**config.mk**
```make
export PLATFORM = sky130hd
export DESIGN_NAME = fifo_mac_drain
export DESIGN_NICKNAME = d
export VERILOG_FILES = /design/src/rtl/fifo_mac_drain_pkg.sv /design/src/rtl/fifo_mac_drain_mac_stage.sv /design/src/rtl/fifo_mac_drain.sv
export SDC_FILE = /design/constraint.sdc
export NUM_CORES = 1
export LEC_CHECK = 0
export CAP_MARGIN = 20
export CORE_MARGIN = 5
export CORE_UTILIZATION = 45
export DETAILED_ROUTE_END_ITERATION = 10
export GPL_TIMING_DRIVEN = 0
export PLACE_DENSITY = 0.67
export SETUP_SLACK_MARGIN = 0.02
export SYNTH_ARGS = -nofsm -noshare
export SYNTH_HDL_FRONTEND = slang
export SYNTH_SLANG_ARGS = --single-unit
```
**constraint.sdc**
```tcl
create_clock -name clk -period 6.5 [get_ports clk]
set_input_delay 0.975 -clock clk [delete_from_list [all_inputs] [get_ports clk]]
set_output_delay 0.975 -clock clk [all_outputs]
set_load 0.02 [all_outputs]
```
**src/rtl/fifo_mac_drain_pkg.sv**
```systemverilog
// Shared types and defaults for the FIFO-draining dot-product engine.
package mac_pkg;

  typedef enum logic [1:0] {
    IDLE  = 2'd0,
    RUN   = 2'd1,
    DRAIN = 2'd2,
    DONE  = 2'd3
  } state_t;

  localparam int ACC_WIDTH_DEF = 24;

endpackage

```
**src/rtl/fifo_mac_drain_mac_stage.sv**
```systemverilog
// Registered unsigned multiply feeding a wrapping accumulator.
// The accumulator is cleared synchronously at the start of each run.
module mac_stage
  import mac_pkg::*;
#(
  parameter int DATA_WIDTH = 8,
  parameter int ACC_WIDTH  = ACC_WIDTH_DEF
) (
  input  logic                  clk,
  input  logic                  rst,
  input  logic                  clear,
  input  logic                  pop,
  input  logic [DATA_WIDTH-1:0] a_data,
  input  logic [DATA_WIDTH-1:0] b_data,
  output logic [ACC_WIDTH-1:0]  acc
);

  localparam int PW = 2 * DATA_WIDTH;

  if (ACC_WIDTH < PW) begin : g_bad_acc_width
    $error("mac_stage: ACC_WIDTH must be at least 2*DATA_WIDTH");
  end

  logic [PW-1:0] prod_q;
  logic          prod_v;

  always_ff @(posedge clk or posedge rst) begin
    if (rst) begin
      prod_q <= '0;
      prod_v <= 1'b0;
      acc    <= '0;
    end else if (clear) begin
      prod_v <= 1'b0;
      acc    <= '0;
    end else begin
      prod_v <= pop;
      if (pop) begin
        prod_q <= {{DATA_WIDTH{1'b0}}, a_data} * {{DATA_WIDTH{1'b0}}, b_data};
      end
      // Wraps silently modulo 2^ACC_WIDTH.
      if (prod_v) begin
        acc <= acc + ACC_WIDTH'(prod_q);
      end
    end
  end

endmodule

```
**src/rtl/fifo_mac_drain.sv**
```systemverilog
// Drains two show-ahead FIFOs in lockstep and accumulates LEN products.
//   state | meaning
//   IDLE  | waiting for start; result holds last sum
//   RUN   | popping both FIFOs together whenever both have data
//   DRAIN | last product enters the accumulator
//   DONE  | result_valid pulse, then back to IDLE
module fifo_mac_drain
  import mac_pkg::*;
#(
  parameter int DATA_WIDTH = 8,
  parameter int LEN        = 8,
  parameter int ACC_WIDTH  = ACC_WIDTH_DEF
) (
  input  logic                  clk,
  input  logic                  rst,
  input  logic                  start,
  input  logic [DATA_WIDTH-1:0] a_data,
  input  logic                  a_empty,
  output logic                  a_rden,
  input  logic [DATA_WIDTH-1:0] b_data,
  input  logic                  b_empty,
  output logic                  b_rden,
  output logic                  busy,
  output logic [ACC_WIDTH-1:0]  result,
  output logic                  result_valid
);

  localparam int CW = $clog2(LEN + 1);

  state_t          state, state_nxt;
  logic [CW-1:0]   cnt;
  logic            pop;
  logic            clear;
  logic [ACC_WIDTH-1:0] acc;

  always_ff @(posedge clk or posedge rst) begin
    if (rst) begin
      state <= IDLE;
      cnt   <= '0;
    end else begin
      state <= state_nxt;
      if (clear) begin
        cnt <= '0;
      end else if (pop) begin
        cnt <= cnt + CW'(1);
      end
    end
  end

  always_comb begin
    state_nxt    = state;
    pop          = 1'b0;
    clear        = 1'b0;
    busy         = 1'b0;
    result_valid = 1'b0;
    case (state)
      IDLE: begin
        if (start) begin
          clear     = 1'b1;
          state_nxt = RUN;
        end
      end
      RUN: begin
        busy = 1'b1;
        pop  = !a_empty && !b_empty && (cnt < CW'(LEN));
        if (pop && (cnt == CW'(LEN - 1))) begin
          state_nxt = DRAIN;
        end
      end
      DRAIN: begin
        busy      = 1'b1;
        state_nxt = DONE;
      end
      DONE: begin
        result_valid = 1'b1;
        state_nxt    = IDLE;
      end
      default: state_nxt = IDLE;
    endcase
  end

  assign a_rden = pop;
  assign b_rden = pop;
  assign result = acc;

  mac_stage #(
    .DATA_WIDTH(DATA_WIDTH),
    .ACC_WIDTH (ACC_WIDTH)
  ) u_mac (
    .clk   (clk),
    .rst   (rst),
    .clear (clear),
    .pop   (pop),
    .a_data(a_data),
    .b_data(b_data),
    .acc   (acc)
  );

endmodule

```
==> Yosys cells after proc, flatten, opt, wreduce, memory -nomap -nowiden <==
Index checks and enable logic that the tools add are counted.
{ "word_totals": {"reg_bits": 47, "input_bits": 21, "out_inout_bits": 28, "wordCells": 40} }
{ "classes": {"addsub": 2, "n_mul": 1, "n_lt_le_gt_ge": 1, "n_eq_ne": 6, "n_mux": 13, "n_bitwise": 1, "n_reduce_logical": 11} }
{ "ops": {"columns": ["cell", "n"], "rows": [
  ["two-way mux 24 bit", 2],
  ["adder 24 x 16 -> 24 bit", 1],
  ["multiplier 8 x 8 -> 16 bit", 1],
  ["two-way mux 4 bit", 2],
  ["case mux 2 bit (4 select lines)", 1],
  ["two-way mux 1 bit", 6],
  ["adder 4 x 1 -> 4 bit (second input constant)", 1],
  ["equality test 2 bit (second input constant)", 2],
  ["equality test 4 x 3 -> 1 bit (second input constant)", 1],
  ["< comparator 4 bit (second input constant)", 1],
  ["two-way mux 2 bit", 2],
  ["inequality test 2 bit (second input constant)", 2],
  ["AND reduction 2 bit", 2],
  ["nonzero test 2 bit", 2],
  ["logical AND 1 bit", 3],
  ["equality test 2 x 1 -> 1 bit (second input constant)", 1],
  ["zero test 1 bit", 2],
  ["zero test 2 bit", 1],
  ["OR reduction 2 bit", 1],
  ["NOT 1 bit", 1]
]} }

==> Depth between registers and ports, before layout <==
Gate-level depths: netlist of run 1.
{ "logic_depth": {"ltp_word": 6, "mapped_depth": 16} }

==> By module <==
Synthesis of run 1 repeated with hierarchy kept, for this count alone.
{ "unflattened": {"cells_unflattened": 523, "area_unflattened_um2": 4852.2} }
{ "modules_own_cells": {"columns": ["mod", "instances", "cells_per_inst", "area_per_inst_um2", "seq_area_each_um2"], "rows": [
  ["mac_stage", 1, 480, 4423.0, 1026.0],
  ["fifo_mac_drain", 1, 43, 429.2, 150.1]
]} }

==> Least setup slack after synthesis of run 1 <==
OpenSTA, ideal clock, no wires.
{ "synth_path": {"kind": "input -> register", "startpoint": "input port b_data[4]", "endpoint": "register u_mac.prod_q[15]", "setup_ns": 0.134, "t_arrival_ns": 4.459, "t_required_ns": 6.366, "slack_ns": 1.907, "cell_stages": 14, "path_buffers": 0, "cell_sequence": "and2_1 fa_1 fa_1 inv_1 fa_1 fa_1 inv_1 ha_1 o21a_1 o31a_1 o41ai_2 o31ai_1 xnor2_1 o21ai_0"} }
{ "synth_via": {"elab_chain_cells": 1} }
{ "synth_rtl": {"columns": ["element", "line_no", "source"], "rows": [
  ["from (decl)", "fifo_mac_drain.sv:20", "input logic [DATA_WIDTH-1:0] b_data,"],
  ["multiplier 8 x 8 -> 16 bit", "fifo_mac_drain_mac_stage.sv:38", "prod_q <= {{DATA_WIDTH{1'b0}}, a_data} * {{DATA_WIDTH{1'b0}}, b_data};"],
  ["to (signal assigned)", "fifo_mac_drain_mac_stage.sv:38", null],
  ["to (decl)", "fifo_mac_drain_mac_stage.sv:24", "logic [PW-1:0] prod_q;"]
]} }
Every way passes these cells.
A chain may end at the register's enable or synchronous reset.

==> Final worst setup path of run 1 <==
{ "layout_path": {"startpoint": "input port b_data[7]", "endpoint": "register u_mac.prod_q[15]"} }
The elaborated chain is that of the path after synthesis.

==> impl_summary.md, run 1 <==
Finish
Counting the fill cells in the layout gives 1028. The final standard cell utilization of the core is 53.0%. From synthesis to final layout, the design area changed by 15.3%. At the end of the flow, the number of nets in the layout was approximately 720. In the final layout, the share of cells above drive strength 1 is 5.60%. The final cell area excluding filler cells is 0.00575 mm2. 0 antenna diodes ended up in the layout. The area taken by flip-flops and latches is 0.00118 mm2. Summing all multi-input logic gate instances after layout gives 0.00350 mm2.

Critical path
The cell depth of the worst flop-to-flop path is 9. The kind of critical path is input port to register. The startpoint of the most critical register-to-register path is u_mac.acc[0]$_DFFE_PP0P_. On the worst path, the slowest cell contributes a delay of 0.62 ns. The critical path arrival is 5.39 ns. The required time at the endpoint of the critical path is 6.67 ns.

Walking the worst path, the cells encountered are clkdlybuf4s50_1, nand2_1, fa_1, fa_1, inv_1, fa_1, inv_1, fa_1, inv_1, ha_1, o21a_1, o31a_1, o41ai_2, o31ai_1, xnor2_1, o21ai_0. On the critical path, the stage with the largest delay is an instance of sky130_fd_sc_hd__clkdlybuf4s50_1. The capture point of the worst reg-to-reg path is u_mac.acc[10]$_DFFE_PP0P_. The setup slack of the most critical reg-to-reg path is just over 4 ns. Counting both buffers and inverters, the worst setup path holds a total of 4. The worst setup path is captured at a register.

The critical-path maximum fanout is 8. In this design, the largest share of critical-path delay is due to adder cells. The most numerous cell type found on the critical path is sky130_fd_sc_hd__fa_1.

The category of the worst setup path launch point is an input port.

CTS
The clock latency of the later-clocked register in the worst-skew pair is between 0.3 and 0.4 ns. Post-CTS repair changed the size of 0 cells. Once the clock tree was built, the setup fixing pass inserted 0 buffers. Clock-pin slew was measured on the worst setup and hold paths at 0.09 ns. TritonCTS built the clock tree. The tree is rooted in a sky130_fd_sc_hd__clkbuf_8. The number of buffers inserted during clock tree synthesis is 5. The TritonCTS sink count is 47. The clock passes through at most 2 buffers. The number of hold buffers added after CTS was 0. The H-tree generated during clock tree synthesis spans 2 levels.

STA
Counting I/O delays and the setup requirement, the final critical path takes 5.22 ns. The final hold slack is 0.498 ns. Of the available clock period, the critical path in the final layout requires 80.3%. The final-report setup violation count is 0.

Setup repair after global routing left no endpoint under its margin. The actual slew at the worst max-slew pin is roughly 0.59 ns. For the final routed database, the setup TNS stands at 0 ns. The setup clock skew after layout is between 0.008 and 0.009 ns. The worst path meets setup with 1.28 ns of slack. The max-slew violation count was 0. The maximum operating frequency is 192 MHz. The worst relative slew slack is 60.8%.

The final hold violation count is 0.

Yosys
By count the netlist is led by sky130_fd_sc_hd__inv_1 (64), sky130_fd_sc_hd__ha_1 (58), sky130_fd_sc_hd__nand2_1 (55), sky130_fd_sc_hd__and2_1 (51), sky130_fd_sc_hd__dfrtp_1 (47). Sorting the synthesized cells by area gives the leading types as sky130_fd_sc_hd__dfrtp_1 (24%), sky130_fd_sc_hd__fa_1 (15%), sky130_fd_sc_hd__ha_1 (15%). The average cell area after synthesis is 9.07 um2. Synthesis produced a netlist whose cell count is 550. The netlist area before placement is between 0.004 and 0.005 mm2. The cell with the most instances after synthesis is sky130_fd_sc_hd__inv_1. The biggest area contributor in the post-synthesis netlist is sky130_fd_sc_hd__dfrtp_1.

Yosys mapped a number of flops with a built-in enable equal to 0. The proportion of synthesized flip-flops having asynchronous set or reset is 100%. The area share of the largest cell type after synthesis is 23.6%. Summing the sequential cell areas from Yosys gives 23.6% of the chip area. The predominant post-synthesis flop cell is sky130_fd_sc_hd__dfrtp_1. The Yosys step of the flow raised 0 warnings. The distinct cell type count of the synthesized netlist is 60. The number of synthesized register bits is 47. The post-synth net total is 666.

Global routing
For this run, the total global-route usage over all layers was measured as 17.2%. The number of global-route vias before repair is around 4100. The number of antenna violations at the first check in global routing is 0. The pin count of the biggest net entering global routing is 35. The final global-route overflow total is 0.

The wire length of the first global-routing pass is 18800 um.

Route
The initial DRC count is 161. The count of TritonRoute iterations in the first routing pass is 4. The DRC violation count after routing is 0. The via-per-instance ratio is 5.44.

The detail route stage leaves a number of antenna-violating nets equal to 0. After detailed routing, the average wire length per cell comes to 14.6 um. The sum of routed wire length over all layers is 10900 um. Summing over every cut layer, the via total after detailed routing is 4064.

Worst hold path
The source of the worst hold timing path is u_mac.prod_q[8]$_DFFE_PP0P_. The cell depth of the worst hold path is 2. The worst min-delay path category is register to register.

The end point of the most critical hold path is u_mac.prod_q[8]$_DFFE_PP0P_.

Die
The overall die area is 0.0133 mm2. The initial core utilization is 46.0%. The area inside the core boundary is 0.0108 mm2.

In this run the vertical extent of the chip is 115 um. The floorplan step set the die width to 115 um. The row count is 38. For this design the top-level I/O count stands at 49.

Status
The run finished with clean final reports.

Placement
After detailed placement, the total cell area comes to 0.00566 mm2. The worst setup slack after placement is 0.938 ns. Summed over all nets, the half-perimeter wirelength after detailed placement is roughly 9000 um. Routability-driven placement finished with a final weighted congestion of 0.897. Input and output buffers added on the ports amount to 48.

Power
The power density over cell area is 331 mW/mm2. The worst-case vdd ir drop is 167 uV. Summed over all cells, the static leakage comes to about 2.8 nW.

Run
The max-capacitance violation count is 0.
## layout make-up
type / count / share of cell area (%)
Multi-Input combinational cell: 424 / 60.9
Clock buffer: 6 / 1.26
Timing Repair Buffer: 49 / 8.71
Sequential cell: 47 / 20.5
Buffer: 15 / 1.18
Tap cell: 140 / 3.05
Clock inverter: 2 / 0.218
Inverter: 64 / 4.18
## per-layer routing
layer  GRT usage, %  share of wire [%]  routed length [um]
met1           21.7                 44                4780
met2           30.4                 50                5510
met3           1.74                4.0                 433
met4           6.18                1.7                 189
met5              0                  0                   0
## power by group
| group | total, W | leakage, nW | switching (W) | internal (W) |
|---|---|---|---|---|
| Clock | 0.000175 | 0.0412 | 0.0000993 | 0.0000753 |
| Sequential | 0.000467 | 0.608 | 0.0000796 | 0.000388 |
| Combinational | 0.00126 | 2.10 | 0.000714 | 0.000547 |
## through the flow
stage | std cells | total power (W)
after CTS | 747 | 0.00192
after detailed placement | 739 | 0.00174
after floorplan | 550 | 0.00139
final | 747 | 0.00190
after global placement | 738 | 0.00169
after global routing | 747 | 0.00209
## worst max path at each step
stage / from / endpoint / cells past startpoint
global route: b_data[7] / u_mac.prod_q[13]$_DFFE_PP0P_ / 16
global placement: a_data[0] / u_mac.prod_q[15]$_DFFE_PP0P_ / 16
floorplan: b_data[4] / u_mac.prod_q[15]$_DFFE_PP0P_ / 14
CTS: b_data[7] / u_mac.prod_q[15]$_DFFE_PP0P_ / 16
detailed placement: b_data[7] / u_mac.prod_q[15]$_DFFE_PP0P_ / 16
finish: b_data[7] / u_mac.prod_q[15]$_DFFE_PP0P_ / 16
## cells in the final DEF, fill, tap and decap left out, drive strengths merged, types with 5 or more instances in the layout
master and instances:
a211oi 6, a21o 7, a21oi 22, a41oi 5, and2 52, buf 7
clkbuf 15, clkdlybuf4s50 48, dfrtp 47, fa 37, ha 58, inv 64
mux2 5, mux2i 5, nand2 55, nand3 15, nor2 28, nor3 12
o21ai 34, xnor2 16, xor2 8
## worst register-to-register path, delay by kind of cell (launching register included)
family	cells	cell delay (ns)
AO/OA/AOI/OAI	3	0.72
adder cells (fa/ha/maj)	2	0.63
flip-flops	1	0.38
multiplexers	1	0.37
AND/OR/NAND/NOR	2	0.23
buffers and inverters	1	0.07
## registers in the layout, indices dropped and copies added, names as in the netlist
signal and flops:
u_mac.acc 24, u_mac.prod_q 16, cnt 4, state 2, u_mac.prod_v 1
## cells by family after synthesis
| logic type | synth area share (%) |
|---|---|
| AOI/OAI and AO/OA | 14.6 |
| xor gates and xnor gates | 4.21 |
| adders and majority gates | 29.4 |
| buffers and inverters | 6.17 |
| DFF | 23.6 |
| muxes | 2.13 |
| and+or+nand+nor | 19.9 |
Note: power is estimated with default switching activity, not from simulation.
==> run 2, diff against run 1 <==
--- a/config.mk
+++ b/config.mk
@@ -10,7 +10,7 @@
 export CORE_UTILIZATION = 45
 export DETAILED_ROUTE_END_ITERATION = 10
 export GPL_TIMING_DRIVEN = 0
-export PLACE_DENSITY = 0.67
+export PLACE_DENSITY = 0.7
 export SETUP_SLACK_MARGIN = 0.02
 export SYNTH_ARGS = -nofsm -noshare
 export SYNTH_HDL_FRONTEND = slang
==> constraint.sdc (replaced) <==
create_clock -name clk -period 4.55 [get_ports clk]
set_input_delay 0.6825 -clock clk [delete_from_list [all_inputs] [get_ports clk]]
set_output_delay 0.6825 -clock clk [all_outputs]
set_load 0.02 [all_outputs]
==> run 2 against run 1 <==
Global-route usage is essentially flat. Critical endpoint unchanged. Highest routed layer unchanged. Via count is 2.1% lower. Flip-flop and latch count is the same. Final area about the same.
==> impl_summary.md, run 2 (synthesis results as in run 1) <==
STA
Setup repair after global routing left no endpoint under its margin. Between clock sinks in the finished design, the worst skew comes to 0.00751 ns. For the pin with the worst max-slew slack, the measured transition is ~0.56 ns. The max-slew violation count is 0. The final hold violation count is 0. Summed over all failing endpoints, the final setup total negative slack is 0 ns. Headroom to the max-slew limit came out at 62.8%. The tightest hold path in the finished design has a slack of roughly 0.5 ns. The final-report setup violation count is 0. The final critical delay including setup and external delays is 4.33 ns.

After layout, the worst setup slack is 0.220 ns. The final period utilization is 95.2%. For this run, the top clock speed supported by timing is ~230 MHz.

Route
The initial DRC count is 124. After detailed routing, the average wire length per cell comes to 14.4 um. The remaining antenna violation count after routing is 0.

In the routed design, unresolved DRC markers number 0. The sum of routed wire length over all layers is 10700 um. The first detailed-routing pass ran for 4 iterations.

The via-per-instance ratio is 5.32. Summing over every cut layer, the via total after detailed routing is 3980.

CTS
The number of buffers inserted during clock tree synthesis is 5. The buffer cell driving the clock tree root is sky130_fd_sc_hd__clkbuf_8. For this design, the sink count on the clock tree is 47. Hold repair after CTS inserted 0 buffers.

The clock transition at the registers of the reported paths is ~0.080 ns. The clock latency of the later-clocked register in the worst-skew pair is 0.30 ns. No sink is reached through more buffers than the 2 on the longest clock path. TritonCTS built the clock tree. CTS built an H-tree with a depth of 2.

Global routing
The number of global-route vias before repair is 4191. The final global-route overflow total is 0. The number of antenna violations at the first check in global routing came to 0.

The first global-routing pass estimated between 15000 and 20000 um of wire. The pin count of the biggest net entering global routing is 39. Global routing used between 10% and 20% of the available tracks.

Finish
The register bank with the most flops is u_mac.acc. The layout overhead on the synthesized area is 15.2%. In the final layout, the registers with the most flip-flops are u_mac.acc x24, u_mac.prod_q x16, cnt x4. The top cell types in the final layout, fill and taps aside, are sky130_fd_sc_hd__inv_1 (63), sky130_fd_sc_hd__ha_1 (56), sky130_fd_sc_hd__nand2_1 (55).

The share of layout cells above drive strength 1 is 8.88%. The commonest non-fill, non-tap cell in the layout is sky130_fd_sc_hd__inv_1. The number of nets in the layout is 723.

The register with the most flip-flops in the layout has 24 of them. The repair_antennas step left the layout with diodes totalling 0. The final cell area excluding filler cells is 0.00575 mm2. The filler cells instantiated in the layout total 1032.

Placement
The worst setup slack after placement is -0.744 ns. After legalization and detailed placement, the total HPWL measured 8900 um. The number of buffers added on ports is 48. Summing all placed instances gives a cell area of 0.00566 mm2. The weighted congestion reported at the end of routability-driven placement is 0.907.

Die
In this run the horizontal extent of the chip is 115 um. The row count is 38. From bottom edge to top edge, the die measures 115 um. The core region is 0.0108 mm2. The overall die area is 0.0133 mm2.

In this run the count of I/O pins placed on the die edge is between 40 and 50. The initial core utilization is about 46%.

Worst hold path
The worst min-delay path category is register to register.

Power
The power density over cell area is between 400 and 500 mW/mm2. After layout, the design draws a total of 0.00278 W. The static leakage is 2.77 nW. Across the VDD grid, the largest voltage drop is slightly below 300 uV.

Critical path
The critical path arrival is 4.51 ns. STA classifies the critical path startpoint as an input port. The kind of end point of the critical path is a register.

The critical-path maximum fanout is 8. The worst setup path is of the input port to register kind. The required time at the endpoint of the critical path is 4.73 ns.

Run
The max-capacitance violation count is 0.

Status
The run finished with clean final reports.
==> run 2: changes by cell type in the layout (fill, tap and decap cells not counted), sizes merged <==
cell / change
buf: +2
clkbuf: +13
clkdlybuf4s50: -14
clkinvlp: -1
dlygate4sd2: +1
==> run 2: worst paths after layout <==
check | startpoint | slack [ns] | end | depth (start not counted)
min reg2reg | u_mac.prod_q[12]$_DFFE_PP0P_ | 0.50 | u_mac.prod_q[12]$_DFFE_PP0P_ | 2
min | u_mac.prod_q[12]$_DFFE_PP0P_ | 0.50 | u_mac.prod_q[12]$_DFFE_PP0P_ | 2
max reg2reg | u_mac.acc[0]$_DFFE_PP0P_ | 2.17 | u_mac.acc[10]$_DFFE_PP0P_ | 9
max in group asynchronous | rst | 3.47 | cnt[0]$_DFFE_PP0P_ | 3
max | a_data[7] | 0.22 | u_mac.prod_q[15]$_DFFE_PP0P_ | 15
min in group asynchronous | rst | 0.61 | u_mac.acc[17]$_DFFE_PP0P_ | 2
==> run 2: area by class of cell <==
type / instances / area, um2 / area share [%]
buffer: 15 / 67.6 / 1.18
clock buffer: 7 / 76.3 / 1.33
clock inverter: 1 / 5.00 / 0.0871
inverter: 64 / 240 / 4.18
multi-input combinational: 424 / 3560 / 61.9
sequential: 47 / 1180 / 20.5
tap: 140 / 175 / 3.05
timing repair buffer: 50 / 447 / 7.77
==> run 2: critical path: stages <==
cell and delay, ns:
sky130_fd_sc_hd__dlygate4sd2_1 0.32, sky130_fd_sc_hd__and2_1 0.20, sky130_fd_sc_hd__fa_1 0.47, sky130_fd_sc_hd__inv_1 0.05, sky130_fd_sc_hd__fa_1 0.46, sky130_fd_sc_hd__fa_1 0.54, sky130_fd_sc_hd__inv_1 0.05, sky130_fd_sc_hd__fa_1 0.52
sky130_fd_sc_hd__ha_4 0.31, sky130_fd_sc_hd__nand2_1 0.09, sky130_fd_sc_hd__o21ai_2 0.20, sky130_fd_sc_hd__o41ai_4 0.13, sky130_fd_sc_hd__o31ai_1 0.26, sky130_fd_sc_hd__xnor2_1 0.14, sky130_fd_sc_hd__o21ai_0 0.08
==> run 2: repair_timing <==
item | CTS | global route
resized for setup | 27 | 31
setup endpoints to repair | 7 | 6
buffers inserted | 0 | 1
pin swaps | 0 | 4
==> run 2: layer usage <==
layer  part of all wire [%]  GRT usage (%)  vias up
li1                       -              -     1982
met1                     45           21.6     1907
met2                     50           31.1       81
met3                    3.6           2.11       10
met4                    1.2           4.69        0
met5                      0              0        -
==> run 2: through the flow <==
stage	instances	utilization [%]
floorplan	550	-
global placement	738	52.1
detailed placement	739	52.2
CTS	747	53.1
global route	748	53.0
finish	748	53.0
==> run 2: where the power goes <==
group / total, W / switching, W / internal (W)
clock network: 0.000243 / 0.000135 / 0.000108
registers: 0.000662 / 0.000108 / 0.000554
logic: 0.00188 / 0.00105 / 0.000829
total: 0.00278 / 0.00129 / 0.00149
